===== src/rtl/video_pattern_gen_if.sv =====
// Pixel bus carried from the pattern source into the video pipeline:
// data enable, sync pulses and one CW-bit value per colour channel.
interface video_pattern_gen_if #(
  parameter int CW = 8
);
  logic          hdmi_de;
  logic          hdmi_hs;
  logic          hdmi_vs;
  logic [CW-1:0] hdmi_r;
  logic [CW-1:0] hdmi_g;
  logic [CW-1:0] hdmi_b;

  modport master (
    output hdmi_de, hdmi_hs, hdmi_vs, hdmi_r, hdmi_g, hdmi_b
  );

  modport slave (
    input hdmi_de, hdmi_hs, hdmi_vs, hdmi_r, hdmi_g, hdmi_b
  );
endinterface


===== src/rtl/video_pattern_gen.sv =====
// Parametrised raster timing generator with selectable RGB test patterns.
// The h/v counters form stage p0. Every output is registered once from the
// counter state, in stage p1.
module video_pattern_gen #(
  parameter int HR       = 800,
  parameter int HFP      = 8,
  parameter int HS       = 2,
  parameter int HBP      = 8,
  parameter int VR       = 300,
  parameter int VFP      = 8,
  parameter int VS       = 4,
  parameter int VBP      = 8,
  parameter int CW       = 8,
  parameter int CHK_LOG2 = 3,
  parameter bit SYNC_POL = 1'b1
) (
  input  logic                   hdmi_clk,
  input  logic                   rst,
  input  logic                   en,
  input  logic [1:0]             mode,
  input  logic                   scroll,
  input  logic [3*CW-1:0]        solid_rgb,
  video_pattern_gen_if.master    hdmi,
  output logic                   frame_start,
  output logic [15:0]            frame_cnt
);
  localparam int HT  = HR + HFP + HS + HBP;
  localparam int VT  = VR + VFP + VS + VBP;
  localparam int HW  = $clog2(HT);
  localparam int VW  = $clog2(VT);
  localparam int BW  = (HR >= 8) ? HR / 8 : 1;
  localparam int BCW = (BW > 1) ? $clog2(BW) : 1;

  localparam logic [HW-1:0]  H_LAST   = HW'(HT - 1);
  localparam logic [HW-1:0]  H_ACT    = HW'(HR);
  localparam logic [HW-1:0]  HS_BEG   = HW'(HR + HFP);
  localparam logic [HW-1:0]  HS_LAST  = HW'(HR + HFP + HS - 1);
  localparam logic [VW-1:0]  V_LAST   = VW'(VT - 1);
  localparam logic [VW-1:0]  V_ACT    = VW'(VR);
  localparam logic [VW-1:0]  VS_BEG   = VW'(VR + VFP);
  localparam logic [VW-1:0]  VS_LAST  = VW'(VR + VFP + VS - 1);
  localparam logic [BCW-1:0] B_LAST   = BCW'(BW - 1);

  logic [HW-1:0]   h_p0;
  logic [VW-1:0]   v_p0;
  logic [BCW-1:0]  bar_cnt_p0;
  logic [2:0]      bar_idx_p0;

  logic [1:0]      mode_q;
  logic            scroll_q;
  logic [3*CW-1:0] solid_q;

  logic            at_origin, h_wrap, v_wrap;
  logic            de_p0, hs_p0, vs_p0;
  logic [1:0]      mode_eff;
  logic            scroll_eff;
  logic [3*CW-1:0] solid_eff;
  logic [HW-1:0]   hx;
  logic [3*CW-1:0] rgb_p0;

  logic            de_p1, hs_p1, vs_p1, fs_p1;
  logic [3*CW-1:0] rgb_p1;

  // Bars in index order: white, yellow, cyan, green, magenta, red, blue, black.
  // Red is lit for indices 0,1,4,5; green for 0..3; blue for even indices.
  function automatic logic [3*CW-1:0] bar_color(input logic [2:0] idx);
    logic [CW-1:0] r, g, b;
    r = idx[1] ? '0 : '1;
    g = idx[2] ? '0 : '1;
    b = idx[0] ? '0 : '1;
    return {r, g, b};
  endfunction

  // Map an in-window flag to the pin level for the chosen polarity.
  function automatic logic sync_level(input logic active);
    return active ? SYNC_POL : ~SYNC_POL;
  endfunction

  // Decode the counter state and select this pixel's pattern value.
  always_comb begin
    at_origin  = (h_p0 == '0) && (v_p0 == '0);
    h_wrap     = (h_p0 == H_LAST);
    v_wrap     = (v_p0 == V_LAST);
    de_p0      = (h_p0 < H_ACT) && (v_p0 < V_ACT);
    hs_p0      = (h_p0 >= HS_BEG) && (h_p0 <= HS_LAST);
    vs_p0      = (v_p0 >= VS_BEG) && (v_p0 <= VS_LAST);
    // The origin pixel already belongs to the new frame, so it sees the live
    // selection; every later pixel uses the value latched at the origin.
    mode_eff   = at_origin ? mode      : mode_q;
    scroll_eff = at_origin ? scroll    : scroll_q;
    solid_eff  = at_origin ? solid_rgb : solid_q;
    hx         = h_p0 + (scroll_eff ? HW'(frame_cnt) : '0);
    rgb_p0     = '0;
    if (de_p0) begin
      case (mode_eff)
        2'd0:    rgb_p0 = bar_color(bar_idx_p0);
        2'd1:    rgb_p0 = {3{CW'(h_p0)}};
        2'd2:    rgb_p0 = (hx[CHK_LOG2] ^ v_p0[CHK_LOG2]) ? '1 : '0;
        default: rgb_p0 = solid_eff;
      endcase
    end
  end

  // Raster counters plus a bar tracker that follows h without a divider;
  // an idle generator parks at the start of vertical blanking.
  always_ff @(posedge hdmi_clk) begin
    if (rst || !en) begin
      h_p0       <= '0;
      v_p0       <= V_ACT;
      bar_cnt_p0 <= '0;
      bar_idx_p0 <= '0;
    end else if (h_wrap) begin
      h_p0       <= '0;
      v_p0       <= v_wrap ? '0 : v_p0 + 1'b1;
      bar_cnt_p0 <= '0;
      bar_idx_p0 <= '0;
    end else begin
      h_p0 <= h_p0 + 1'b1;
      if (bar_cnt_p0 == B_LAST) begin
        bar_cnt_p0 <= '0;
        if (bar_idx_p0 != 3'd7) bar_idx_p0 <= bar_idx_p0 + 1'b1;
      end else begin
        bar_cnt_p0 <= bar_cnt_p0 + 1'b1;
      end
    end
  end

  // Count frames completed on the wrap from the last blanking pixel to the origin.
  always_ff @(posedge hdmi_clk) begin
    if (rst) frame_cnt <= '0;
    else if (en && h_wrap && v_wrap) frame_cnt <= frame_cnt + 16'd1;
  end

  // Latch the pattern selection at frame origin so mid-frame changes wait a frame.
  always_ff @(posedge hdmi_clk) begin
    if (rst || at_origin) begin
      mode_q   <= mode;
      scroll_q <= scroll;
      solid_q  <= solid_rgb;
    end
  end

  // Register all outputs one clock behind the counter state; idle when stopped.
  always_ff @(posedge hdmi_clk) begin
    if (rst || !en) begin
      de_p1  <= 1'b0;
      hs_p1  <= sync_level(1'b0);
      vs_p1  <= sync_level(1'b0);
      fs_p1  <= 1'b0;
      rgb_p1 <= '0;
    end else begin
      de_p1  <= de_p0;
      hs_p1  <= sync_level(hs_p0);
      vs_p1  <= sync_level(vs_p0);
      fs_p1  <= at_origin;
      rgb_p1 <= rgb_p0;
    end
  end

  assign hdmi.hdmi_de = de_p1;
  assign hdmi.hdmi_hs = hs_p1;
  assign hdmi.hdmi_vs = vs_p1;
  assign hdmi.hdmi_r  = rgb_p1[3*CW-1:2*CW];
  assign hdmi.hdmi_g  = rgb_p1[2*CW-1:CW];
  assign hdmi.hdmi_b  = rgb_p1[CW-1:0];
  assign frame_start  = fs_p1;
endmodule


===== src/flat_wrapper.sv =====
// flat-port wrapper written by rule: the top's interface ports become plain ports
module video_pattern_gen_flat 
#(
  parameter int HR       = 800,
  parameter int HFP      = 8,
  parameter int HS       = 2,
  parameter int HBP      = 8,
  parameter int VR       = 300,
  parameter int VFP      = 8,
  parameter int VS       = 4,
  parameter int VBP      = 8,
  parameter int CW       = 8,
  parameter int CHK_LOG2 = 3,
  parameter bit SYNC_POL = 1'b1
)
  (hdmi_clk, rst, en, mode, scroll, solid_rgb, frame_start, frame_cnt, hdmi_hdmi_de, hdmi_hdmi_hs, hdmi_hdmi_vs, hdmi_hdmi_r, hdmi_hdmi_g, hdmi_hdmi_b);
  video_pattern_gen_if #(.CW(CW)) hdmi_i ();
  input  logic hdmi_clk;
  input  logic rst;
  input  logic en;
  input  logic [1:0] mode;
  input  logic scroll;
  input  logic [3*CW-1:0] solid_rgb;
  output logic frame_start;
  output logic [15:0] frame_cnt;
  output wire logic [$bits(hdmi_i.hdmi_de)-1:0] hdmi_hdmi_de;
  output wire logic [$bits(hdmi_i.hdmi_hs)-1:0] hdmi_hdmi_hs;
  output wire logic [$bits(hdmi_i.hdmi_vs)-1:0] hdmi_hdmi_vs;
  output wire logic [$bits(hdmi_i.hdmi_r)-1:0] hdmi_hdmi_r;
  output wire logic [$bits(hdmi_i.hdmi_g)-1:0] hdmi_hdmi_g;
  output wire logic [$bits(hdmi_i.hdmi_b)-1:0] hdmi_hdmi_b;
  assign hdmi_hdmi_de = hdmi_i.hdmi_de;
  assign hdmi_hdmi_hs = hdmi_i.hdmi_hs;
  assign hdmi_hdmi_vs = hdmi_i.hdmi_vs;
  assign hdmi_hdmi_r = hdmi_i.hdmi_r;
  assign hdmi_hdmi_g = hdmi_i.hdmi_g;
  assign hdmi_hdmi_b = hdmi_i.hdmi_b;
  video_pattern_gen #(.HR(HR), .HFP(HFP), .HS(HS), .HBP(HBP), .VR(VR), .VFP(VFP), .VS(VS), .VBP(VBP), .CW(CW), .CHK_LOG2(CHK_LOG2), .SYNC_POL(SYNC_POL)) u_core (.hdmi_clk(hdmi_clk), .rst(rst), .en(en), .mode(mode), .scroll(scroll), .solid_rgb(solid_rgb), .hdmi(hdmi_i), .frame_start(frame_start), .frame_cnt(frame_cnt));
endmodule

===== config.mk =====
export PLATFORM = sky130hd
export DESIGN_NAME = video_pattern_gen_flat
export DESIGN_NICKNAME = d
export VERILOG_FILES = /design/src/rtl/video_pattern_gen_if.sv /design/src/rtl/video_pattern_gen.sv /design/src/flat_wrapper.sv
export SDC_FILE = /design/constraint.sdc
export NUM_CORES = 1
export LEC_CHECK = 0
export ABC_AREA = 0
export ABC_CLOCK_PERIOD_IN_PS = 4600
export BUFFER_PORTS_ARGS = -buffer_cell sky130_fd_sc_hd__buf_2
export CORE_MARGIN = 4
export CORE_UTILIZATION = 50
export CTS_CLUSTER_DIAMETER = 200
export DETAILED_ROUTE_END_ITERATION = 7
export GPL_TIMING_DRIVEN = 0
export PLACE_DENSITY_LB_ADDON = 0.1
export SLEW_MARGIN = 10
export SYNTH_ARGS = -nofsm -noshare
export SYNTH_HDL_FRONTEND = slang
export SYNTH_SLANG_ARGS = --single-unit

===== constraint.sdc =====
create_clock -name hdmi_clk -period 4.6 [get_ports hdmi_clk]
set_input_delay 0.92 -clock hdmi_clk [delete_from_list [all_inputs] [get_ports hdmi_clk]]
set_output_delay 0.92 -clock hdmi_clk [all_outputs]
set_load 0.02 [all_outputs]

After elaboration in Yosys (flattened, before gate mapping). Cells that the tools add are included.

Register bits after elaboration: 100. Output and inout port bits: 44.

$add $sub $neg: 6. Magnitude comparators: 6. Eq/ne operators: 6. Multiplexer cells: 12. Bitwise logic cells: 2. Reduce and logical (&&, ||, !) cells: 16.

Operators with widths (number): $pmux W24 S3 (1); $mux W24 (2); $mux W8 (3); $add A16 B1 Y16 const B (1); $add A10 B1 Y10 const B (1); $eq A10 B10 Y1 const B (1); $ge A10 B10 Y1 const B (1); $le A10 B10 Y1 const B (1); $logic_not A10 Y1 (1); $lt A10 B10 Y1 const B (1); $add A9 B1 Y9 const B (1); $eq A9 B9 Y1 const B (1); $ge A9 B9 Y1 const B (1); $le A9 B9 Y1 const B (1); $logic_not A9 Y1 (1); $lt A9 B9 Y1 const B (1); $mux W9 (1); $add A7 B1 Y7 const B (1); $eq A7 B7 Y1 const B (1); $logic_and A1 B1 Y1 (6); $add A4 B4 Y4 (1); $mux W4 (1); $reduce_or A2 Y1 (2); $add A3 B1 Y3 const B (1); other kinds (12) (15).

Logic depth before layout (Yosys ltp).
Word-level depth: 8. Gate-level depth with buffers: 15.

Least setup slack after synthesis. OpenSTA, ideal clock, no wires.

Path kind: reg-to-reg. From: register u_core.h_p0[3]. To: register u_core.rgb_p1[10]. Setup time: 0.136 ns. Arrival: 3.105 ns. Data required time: 4.464 ns. Setup slack: 1.359 ns. Cell stages (with the launch flop): 15. Path buffers: 2. Path through: dfxtp_1 > buf_6 > or4_4 > nor3_4 > nand2_2 > mux2i_1 > nor2b_1 > ha_1 > a31o_2 > a21oi_1 > a21oi_1 > a211oi_2 > o211a_1 > buf_2 > nor4_1.

Word-level cells in the longest chain between the ends: 8. Elaborated cells on any way between the ends: 17.

Ends and longest elaborated chain: start: declaration (RTL line video_pattern_gen.sv:44) `logic [HW-1:0] h_p0;`; start signal: assignment (RTL line video_pattern_gen.sv:118) `h_p0 <= h_p0 + 1'b1;`; $logic_not A10 Y1 (RTL line video_pattern_gen.sv:81) `at_origin = (h_p0 == '0) && (v_p0 == '0);`; $logic_and A1 B1 Y1 (RTL line video_pattern_gen.sv:81); $mux W1 (RTL line video_pattern_gen.sv:90) `scroll_eff = at_origin ? scroll : scroll_q;`; $mux W4 (RTL line video_pattern_gen.sv:92) `hx = h_p0 + (scroll_eff ? HW'(frame_cnt) : '0);`; $add A4 B4 Y4 (RTL line video_pattern_gen.sv:92); $xor A1 B1 Y1 (RTL line video_pattern_gen.sv:98) `2'd2: rgb_p0 = (hx[CHK_LOG2] ^ v_p0[CHK_LOG2]) ? '1 : '0;`; $mux W24 (RTL line video_pattern_gen.sv:98); $pmux W24 S3 (RTL line video_pattern_gen.sv:95) `case (mode_eff)`; end signal: assignment (RTL line video_pattern_gen.sv:156) `rgb_p1 <= rgb_p0;`; end: declaration (RTL line video_pattern_gen.sv:62) `logic [3*CW-1:0] rgb_p1;`.

Parallel ways exist; a longest one is shown, timed or not. A chain may end at the register's enable or synchronous reset.

Worst setup path in the final report.
From: register u_core.h_p0[0]. To: register u_core.rgb_p1[17].

Same word-level chain as after synthesis.

==> flow_summary.ini <==
[timing]
fin_skew_ps = 11.5
rsz0062_at_grt = no
fin_crit_ps = 3880
max_slew.worst_pin.slew_ps = 705
slew_viol_final = 0
max-slew-margin-rel_pct = 52.5
finalCritPeriodShare_pct = 84.3
setup_viol = 0
hold_violations = 0
setup_tns_ps = 0
hold_slack_ps = 458
clock.fmax_mhz = 258

[synthesis]
synth-simple-area-share_pct = 22.0
synth_ff_type = dfxtp_1
synth_top_family_by_area = simple AND/OR/NAND/NOR gates
ys_seq_area_share_pct = 51.4
synth_edf_count = 27
synthXorXnorAreaFrac_pct = 5.75
synthAdderAreaFrac_pct = 3.40
async_flop_share_pct = 0
syn_nets = 476
synth_compound_area_share_pct = 12.9
syn_area_per_cell_sq_um = 10.2
synth_seq_cells = 100
ys_warn_count = 0
syn_inst = 434
muxShareOfSynthArea_pct = 1.44
ys_types = 49
netlist_area_sq_mm = 0.00442

[clocking]
cts_setup_buffers = 0
tritoncts = yes
cts_made_buffers = 9
root_buffer = clkbuf_8
clockBufferDepth = 2
post_cts_resized = 0
cts.clk_slew.worst_paths_ps = 90
cts_hold_buf = 0
cts.sinks = 100
htreeDepth = 3
insertion_delay_ps = 370

[drt]
routedWlPerCell_um = 16.6
totalWireLength_mm = 10.5
ant_nets = 0
viasPerCell = 5.76
drc = 0
vias = 3642
first_pass_iters = 5
drt_iter0_drc = 190

[placed_design]
portBuffers = 72
dp_hpwl_mm = 7.72
gp_congestion = 0.816

[worst_setup_path]
path_class = register to register
path_cells = inv_1, ha_1, nor4b_1, and4b_1, nand2_2, mux2i_1, nor2b_1, ha_1, a31o_2, a21oi_1, a21oi_1, a211oi_2, o211a_1, buf_2, nor4_1
worst_r2r_endpoint = u_core.rgb_p1[17]
worstPathArrival_ps = 4100
worstPathMaxFanout = 10
slowest_delay_ps = 420
cp-start-kind = register
r2r_slack_ps = 720
critPathCaptureType = register
slowest_stage = dfxtp_1
reg2reg_depth = 15
worstPathRequired_ps = 4830
r2r_start = u_core.h_p0[0]

[final_layout]
syn_to_final_growth_pct = 15.9
final_nets = 560
layout_commonest_cell = buf_2
layout_common_cells = 79 x buf_2, 73 x dfxtp_1, 43 x nor2_1
drive_gt1_share_pct = 20.1

[power_and_ir_drop]
ir_worst_vdd_v = 0.000176
clock_power_share_pct = 34.5
seq_power_share_pct = 60.3
leakagePower_nw = 2.06
power_switching_w = 0.000355
combPwrFrac_pct = 5.2
powerDensity_mw_per_mm2 = 300
p_int_w = 0.00118
finalPower_w = 0.00154
switching_share_pct = 23.1

[floorplanning]
ios = 74
dieArea_sq_mm = 0.0104
core_sq_mm = 0.00868
num_rows = 34
die_w_um = 102
start_util_pct = 50.9
die_y_um = 102

[global_routing]
grt_overflow = 0
first_global_vias = 3464
grt_pass1_wl_mm = 17.0
track_usage_pct = 20.8
grt_antenna_before_repair = 0
grt_max_degree = 17

[worst_hold_path]
min_path_cells = 1
min-delay-start = u_core.bar_cnt_p0[0]
holdPathEnd = u_core.bar_cnt_p0[0]
hp-class = register to register

[status]
outcome = completed

[job]
maxCapViolations = 0
==> power by group through the flow <==
stage	Combinational (W)	Clock [W]	Sequential, W
floorplan	0.0000455	0	0.000944
global placement	0.0000755	0	0.000946
detailed placement	0.0000793	0	0.000947
CTS	0.0000794	0.000545	0.000927
global route	0.0000879	0.000578	0.000928
finish	0.0000794	0.000530	0.000927
==> kinds of logic after synthesis <==
family,Yosys count
compound gates,85
mux,6
flops,100
xor+xnor,29
simple gates,170
fa+ha+maj,12
buf+inv,32
==> cell usage after synthesis, drive strengths merged, types with 4 or more instances <==
library cell  instances  share of area, %
o21ai                12               1.4
inv                   9              0.76
and2                  4              0.57
nand3                18               2.0
or3                   6              0.85
clkbuf               15               1.3
nor4                 26               3.7
a21oi                36               4.1
nand2b                4              0.57
a31oi                 4              0.71
ha                   12               3.4
o22a                 24               4.8
nand3b                6               1.0
mux2i                 6               1.4
dfxtp                73                33
nand4                11               1.6
edfxtp               27                18
and3                 15               2.1
nor2                 43               3.7
nand2                17               1.5
buf                   8               1.0
xnor2                 7               1.4
xor2                 22               4.4
==> critical path, delay by kind of cell (launching register included) <==
family	cells	cell delay (ps)
flops	1	420
simple gates	5	1090
mux	1	260
compound gates	5	1110
fa+ha+maj	2	440
buf+inv	2	410
==> stage by stage <==
step                area [sq um]  utilization [%]  setup slack, ps  std cells
CTS                         5110             58.9              748        631
global placement            4910             56.6              916        614
detailed placement          4930             56.8              811        615
floorplan                   4420                -             1360        434
global route                5110             58.9              299        631
finish                      5120             59.0              724        632
==> state kept, by name, summed over array words and instances (netlist names) <==
| register | flops |
|---|---|
| u_core.frame_cnt | 16 |
| u_core.frame_start | 1 |
| u_core.h_p0 | 10 |
| u_core.mode_q | 2 |
| u_core.bar_idx_p0 | 3 |
| u_core.hdmi.hdmi_vs | 1 |
| u_core.scroll_q | 1 |
| u_core.v_p0 | 9 |
| u_core.hdmi.hdmi_hs | 1 |
| u_core.bar_cnt_p0 | 7 |
| u_core.solid_q | 24 |
| u_core.rgb_p1 | 24 |
| u_core.hdmi.hdmi_de | 1 |
==> cell type report <==
type,instances,area (sq um)
Inverter,9,33.8
Multi-Input combinational cell,302,2010
Fill cell,772,3560
Tap cell,108,135
Clock inverter,5,35.0
Clock buffer,11,153
Sequential cell,100,2270
Timing Repair Buffer,73,375
Buffer,23,103
Antenna cell,1,2.50
==> per-layer routing <==
layer | wire length [um] | share of wire [%] | vias up | track usage [%]
met3 | 713 | 6.8 | 10 | 4.98
met4 | 93 | 0.89 | 0 | 4.64
li1 | - | - | 1777 | -
met1 | 4670 | 44 | 1757 | 27.6
met5 | 0 | 0 | - | 0
met2 | 5020 | 48 | 98 | 34.5
==> worst max-delay path by stage <==
stage,to,slack [ps],depth (start not counted),from
after floorplan,u_core.rgb_p1[10],1360,14,u_core.h_p0[3]
after global placement,u_core.rgb_p1[12],920,15,u_core.h_p0[0]
after detailed placement,u_core.rgb_p1[17],810,15,u_core.h_p0[0]
after CTS,u_core.rgb_p1[17],750,15,u_core.h_p0[0]
after global routing,u_core.rgb_p1[17],300,15,u_core.h_p0[0]
final,u_core.rgb_p1[17],720,15,u_core.h_p0[0]
Note: power is estimated with default switching activity, not from simulation.
